`src/rtl/p_hit_feeder.sv`:
```
// ============================================================================
// Module   : p_hit_feeder
// Brief    : Pairs every ray popped from an upstream FWFT FIFO with every
//            triangle in a small local table. Drives the p_hit input FIFOs.
//            Optional macro P_HIT_FEEDER_STATS_EN adds issue/stall counters.
// Revision : 1.0
// ============================================================================
`default_nettype none

module p_hit_feeder #(
    parameter int D_BITS = 32,
    parameter int Q_BITS = 16,
    parameter int N_TRI  = 8,
    localparam int IDX_W = (N_TRI > 1) ? $clog2(N_TRI) : 1
) (
    input  logic                  clock,
    input  logic                  reset,
    input  logic                  tri_we,
    input  logic                  tri_clear,
    input  logic [3*D_BITS-1:0]   tri_normal_in,
    input  logic [3*D_BITS-1:0]   tri_v0_in,
    output logic                  tri_full,
    output logic                  busy,
    input  logic                  ray_empty,
    output logic                  ray_rd_en,
    input  logic [3*D_BITS-1:0]   ray_origin,
    input  logic [3*D_BITS-1:0]   ray_dir,
    input  logic [3:0]            in_full,
    output logic [3:0]            in_wr_en,
    output logic [3*D_BITS-1:0]   tri_normal,
    output logic [3*D_BITS-1:0]   v0,
    output logic [3*D_BITS-1:0]   origin,
    output logic [3*D_BITS-1:0]   dir,
    output logic [IDX_W-1:0]      tri_idx,
    output logic                  ray_last
`ifdef P_HIT_FEEDER_STATS_EN
    ,
    output logic [31:0]           issue_count,
    output logic [31:0]           stall_count
`endif
);

    // Q_BITS only documents the word format; data passes through untouched.
    localparam int W3    = 3 * D_BITS + 0 * Q_BITS;
    localparam int CNT_W = IDX_W + 1;

    typedef enum logic [0:0] {
        S_IDLE  = 1'b0,
        S_ISSUE = 1'b1
    } state_t;

    state_t             r_state;
    state_t             w_state_nxt;
    logic [CNT_W-1:0]   r_tri_count;
    logic [IDX_W-1:0]   r_idx;
    logic [IDX_W-1:0]   w_idx_nxt;
    logic [W3-1:0]      r_origin;
    logic [W3-1:0]      r_dir;
    logic [W3-1:0]      r_norm_hold;
    logic [W3-1:0]      r_v0_hold;
    logic [W3-1:0]      r_tab_norm [N_TRI];
    logic [W3-1:0]      r_tab_v0   [N_TRI];
    logic               w_issue;
    logic               w_last;
    logic               w_pop;
    logic               w_tri_full;
    logic               w_load;

    assign w_tri_full = (r_tri_count == CNT_W'(N_TRI));
    assign w_last     = ({1'b0, r_idx} == (r_tri_count - CNT_W'(1)));
    assign w_issue    = (r_state == S_ISSUE) && ~|in_full && !reset;
    assign w_load     = (r_state == S_IDLE) && !tri_clear && tri_we && !w_tri_full;

    always_comb begin
        w_state_nxt = r_state;
        w_idx_nxt   = r_idx;
        w_pop       = 1'b0;
        case (r_state)
            S_IDLE: begin
                if (!ray_empty && (r_tri_count != '0)) begin
                    w_pop       = 1'b1;
                    w_idx_nxt   = '0;
                    w_state_nxt = S_ISSUE;
                end
            end
            S_ISSUE: begin
                if (w_issue) begin
                    if (!w_last) begin
                        w_idx_nxt = r_idx + IDX_W'(1);
                    end else if (!ray_empty) begin
                        w_pop     = 1'b1;
                        w_idx_nxt = '0;
                    end else begin
                        w_state_nxt = S_IDLE;
                    end
                end
            end
            default: w_state_nxt = S_IDLE;
        endcase
    end

    always_ff @(posedge clock) begin
        if (reset) begin
            r_state     <= S_IDLE;
            r_idx       <= '0;
            r_tri_count <= '0;
            r_origin    <= '0;
            r_dir       <= '0;
            r_norm_hold <= '0;
            r_v0_hold   <= '0;
        end else begin
            r_state <= w_state_nxt;
            r_idx   <= w_idx_nxt;
            if (w_pop) begin
                r_origin <= ray_origin;
                r_dir    <= ray_dir;
            end
            // Snapshot the presented triangle so outputs hold once IDLE.
            if (r_state == S_ISSUE) begin
                r_norm_hold <= r_tab_norm[r_idx];
                r_v0_hold   <= r_tab_v0[r_idx];
            end
            if (r_state == S_IDLE) begin
                if (tri_clear) begin
                    r_tri_count <= '0;
                end else if (tri_we && !w_tri_full) begin
                    r_tri_count <= r_tri_count + CNT_W'(1);
                end
            end
        end
    end

    always_ff @(posedge clock) begin
        if (!reset && w_load) begin
            r_tab_norm[r_tri_count[IDX_W-1:0]] <= tri_normal_in;
            r_tab_v0[r_tri_count[IDX_W-1:0]]   <= tri_v0_in;
        end
    end

    assign ray_rd_en  = w_pop && !reset;
    assign in_wr_en   = {4{w_issue}};
    assign busy       = (r_state != S_IDLE);
    assign tri_full   = w_tri_full;
    assign origin     = r_origin;
    assign dir        = r_dir;
    assign tri_normal = (r_state == S_ISSUE) ? r_tab_norm[r_idx] : r_norm_hold;
    assign v0         = (r_state == S_ISSUE) ? r_tab_v0[r_idx]   : r_v0_hold;
    assign tri_idx    = r_idx;
    assign ray_last   = (r_state == S_ISSUE) && w_last;

`ifdef P_HIT_FEEDER_STATS_EN
    logic [31:0] r_issue_count;
    logic [31:0] r_stall_count;

    always_ff @(posedge clock) begin
        if (reset) begin
            r_issue_count <= '0;
            r_stall_count <= '0;
        end else begin
            if (w_issue && (r_issue_count != '1)) begin
                r_issue_count <= r_issue_count + 32'd1;
            end
            if ((r_state == S_ISSUE) && |in_full && (r_stall_count != '1)) begin
                r_stall_count <= r_stall_count + 32'd1;
            end
        end
    end

    assign issue_count = r_issue_count;
    assign stall_count = r_stall_count;
`endif

endmodule

`default_nettype wire

```
`config.mk`:
```
export PLATFORM = sky130hd
export DESIGN_NAME = p_hit_feeder
export DESIGN_NICKNAME = d
export VERILOG_FILES = /design/src/rtl/p_hit_feeder.sv
export SDC_FILE = /design/constraint.sdc
export NUM_CORES = 2
export LEC_CHECK = 0
export ABC_AREA = 1
export BUFFER_PORTS_ARGS = -buffer_cell sky130_fd_sc_hd__buf_2
export CORE_MARGIN = 2
export CORE_UTILIZATION = 40
export CTS_CLUSTER_DIAMETER = 200
export DETAILED_ROUTE_END_ITERATION = 8
export GPL_TIMING_DRIVEN = 0
export PLACE_DENSITY_LB_ADDON = 0.2
export SYNTH_ARGS = -nofsm -noshare
export SYNTH_HDL_FRONTEND = slang
export SYNTH_SLANG_ARGS = --single-unit
```
`constraint.sdc`:
```
create_clock -name clock -period 20.4 [get_ports clock]
set_input_delay 3.06 -clock clock [delete_from_list [all_inputs] [get_ports clock]]
set_output_delay 3.06 -clock clock [all_outputs]
set_load 0.05 [all_outputs]
```
==> summary.txt <==
Routing
  • DR iter-0 viols: 5,489
  • Total wire length: 269 mm
  • Post-route ant nets: 0
  • Vias per cell: 5.32
  • DRT Pass-1 Iters: 7
  • Drt wl/cell: 25.4 microns
  • Routed via count: 56,300
  • DRC: 0

GRT
  • Antenna violations before repair: 121
  • Vias in the first global route: 53,000
  • Largest net degree at the start of global routing: 26
  • Gr usage total: 26.7%
  • Gr ovfl total: 0
  • First-pass GRT wire length: 380 mm

Worst setup path
  • Kind of critical path: in2out
  • Cells along the critical path: buf_2 > nor2_1 > nand4_1 > nor2_1 > nand4_2 > buf_2 > buf_2 > a21oi_1 > buf_2
  • Crit path launch type: primary input
  • Crit end category: output pin
  • Most frequent cell on the critical path: buf_2
  • CP max stage delay: 380 ps
  • CP Max Fanout: 11
  • Crit-path slowest cell: nand4_1
  • CP required: 17,340 ps
  • Crit path DAT: 5570 ps

Floorplan
  • Num rows: 160
  • Initial Util: 40.3%
  • I/O pin total: 788
  • Die footprint: 0.195 sq mm
  • Die height: 442 microns
  • Core box area: 0.190 sq mm
  • Die X: 442 microns

Place
  • Dpl ws: 11,800 ps
  • Placed Area: 0.0858 sq mm
  • Placed cell count: 10,100
  • HPWL after DPL: 188 mm
  • RD Place Congestion: 0.903
  • Port bufs: 786

Final layout
  • Commonest non-fill, non-tap cell in the layout: edfxtp_1
  • Ratio of cells with drive above 1 in the final layout: 17.9%
  • Syn-to-layout area delta: 20.8%
  • Nets: 8,227
  • Final instance area: 0.0927 sq mm
  • Most frequent cells in the layout: 1,536 x edfxtp_1, 982 x nand2_1, 976 x buf_2
  • Layout Cells excl Fill: 10,600

Synth
  • Syn_nets: 7,122
  • Synthesized area per cell: 11.4 sq um
  • Synth unique cells: 28
  • Yosys warning count: 0
  • Synth Cell Area: 0.0768 sq mm
  • #FFs+latches synth: 1,931
  • Register area share after synthesis: 70.4%
  • Post-synthesis cell count: 6,726

Clock tree
  • Post-cts resize count: 0
  • TritonCTS Buffers: 205
  • Latest clock arrival within the worst-skew pair: 860 ps
  • Htree depth: 4
  • Clock slew at reported path FFs: 60 ps
  • CTS tree: done
  • Post-CTS setup buffer count: 0
  • Max Root-Sink Buffers: 3
  • CTS Root Buffer Type: clkbuf_16
  • # hold bufs at CTS: 0
  • Clock Sinks: 1,931

Power and ir drop
  • P per Cell Area: 98.6 mW/mm^2
  • PnR Total Power: 9.14 mW
  • Max rail drop VDD: 0.0789 mV
  • P_leak: 36.2 nW

Timing
  • RSZ-0062 raised after global routing: no
  • Tcrit/Tclk final: 42.3%
  • Final Max Slew Viols: 0
  • Clk_skew: 29.7 ps
  • Min Tclk post-route: 8630 ps
  • Final Hold Fails: 0
  • Setup WS post-layout: 11,770 ps
  • Least-Margin Pin Slew: 1430 ps
  • Maximum operating frequency: 0.116 GHz
  • Fin Setup TNS: 0 ps
  • Relative slew slack: 4.70%
  • Setup violations, final: 0

Flow run
  • Max cap viols: 0

Status
  • Status: finished, final reports clean

Min path
  • Worst hold path class: reg2reg
[sequential cells by signal, summed over array words and instances, names as in the netlist, named ones only]
name         count
r_v0_hold       96
r_norm_hold     96
origin          96
tri_idx          3
r_tab_v0       768
dir             96
busy             1
r_tri_count      4
r_tab_norm     768
[stage by stage]
step | utilization, % | hold WS (ps)
floorplan | - | 453
global placement | 44.0 | 460
detailed placement | 45.1 | 464
CTS | 48.6 | 473
global route | 48.7 | 485
finish | 48.7 | 470
[worst max-delay path, delay by kind of cell]
| kind | cells | cell delay (ps) |
|---|---|---|
| AO/OA/AOI/OAI | 1 | 140 |
| buffers and inverters | 4 | 1090 |
| AND/OR/NAND/NOR | 4 | 1210 |
[report_power, final]
part	total (mW)	switching (mW)	internal (mW)
Combinational	1.06	0.820	0.238
Clock	3.73	1.57	2.17
Sequential	4.35	0.0247	4.32
[layer usage]
layer | share of wire [%] | global-route usage, % | wire length [microns]
met5 | 0.094 | 0 | 253
met4 | 5.4 | 14.5 | 14400
met3 | 7.4 | 4.95 | 19800
met2 | 49 | 45.1 | 132000
met1 | 38 | 32.4 | 102000
[cell type report]
class	instances	area, sq um
timing repair buffer	898	5840
multi-input combinational	3535	17800
tap	2511	3140
fill	17200	97700
clock buffer	293	5840
clock inverter	95	918
inverter	786	2950
buffer	474	2100
sequential	1931	54000
antenna	57	143
[path summary, 6_finish.rpt]
| check | slack [ps] | depth (start not counted) | from | endpoint |
|---|---|---|---|---|
| worst max-delay path | 11770 | 9 | reset | ray_rd_en |
| worst min-delay path | 470 | 2 | r_norm_hold[45] | r_norm_hold[45] |
| worst max register to register | 15950 | 13 | r_tri_count[0] | r_tab_norm[1][1] |
| worst min register to register | 470 | 2 | r_norm_hold[45] | r_norm_hold[45] |
[synth_stat cells]
| library cell | instances | area [sq um] |
|---|---|---|
| a21oi_1 | 772 | 3860 |
| a22oi_1 | 1 | 7.51 |
| a31oi_1 | 1 | 6.26 |
| buf_1 | 41 | 154 |
| buf_2 | 190 | 951 |
| buf_4 | 9 | 67.6 |
| buf_6 | 5 | 56.3 |
| clkbuf_1 | 229 | 860 |
| dfxtp_1 | 395 | 7910 |
| edfxtp_1 | 1536 | 46100 |
| ha_1 | 3 | 37.5 |
| inv_1 | 783 | 2940 |
| inv_2 | 3 | 11.3 |
| nand2_1 | 982 | 3690 |
| nand3_1 | 591 | 2960 |
| nand3b_1 | 192 | 1440 |
| nand4_1 | 2 | 12.5 |
| nand4_2 | 1 | 12.5 |
| nor2_1 | 209 | 785 |
| nor3_1 | 3 | 15.0 |
| o211ai_1 | 384 | 2880 |
| o211ai_2 | 1 | 12.5 |
| o21a_1 | 1 | 7.51 |
| o21ai_0 | 387 | 1940 |
| o31ai_1 | 1 | 7.51 |
| or2_2 | 1 | 6.26 |
| xnor2_1 | 2 | 17.5 |
| xor2_1 | 1 | 8.76 |
[cells by family (layout without fill, tap and decap cells)]
family / count (synthesis) / count (layout) / share of synthesized area, %
simple gates: 1981 / 1981 / 11.6
flops: 1931 / 1931 / 70.4
compound gates: 1548 / 1548 / 11.4
buf+inv: 1260 / 2546 / 6.56
fa+ha+maj: 3 / 3 / 0.0489
xor+xnor: 3 / 3 / 0.0342
other cells: 0 / 57 / 0
Power figures use the tool's default switching activity.
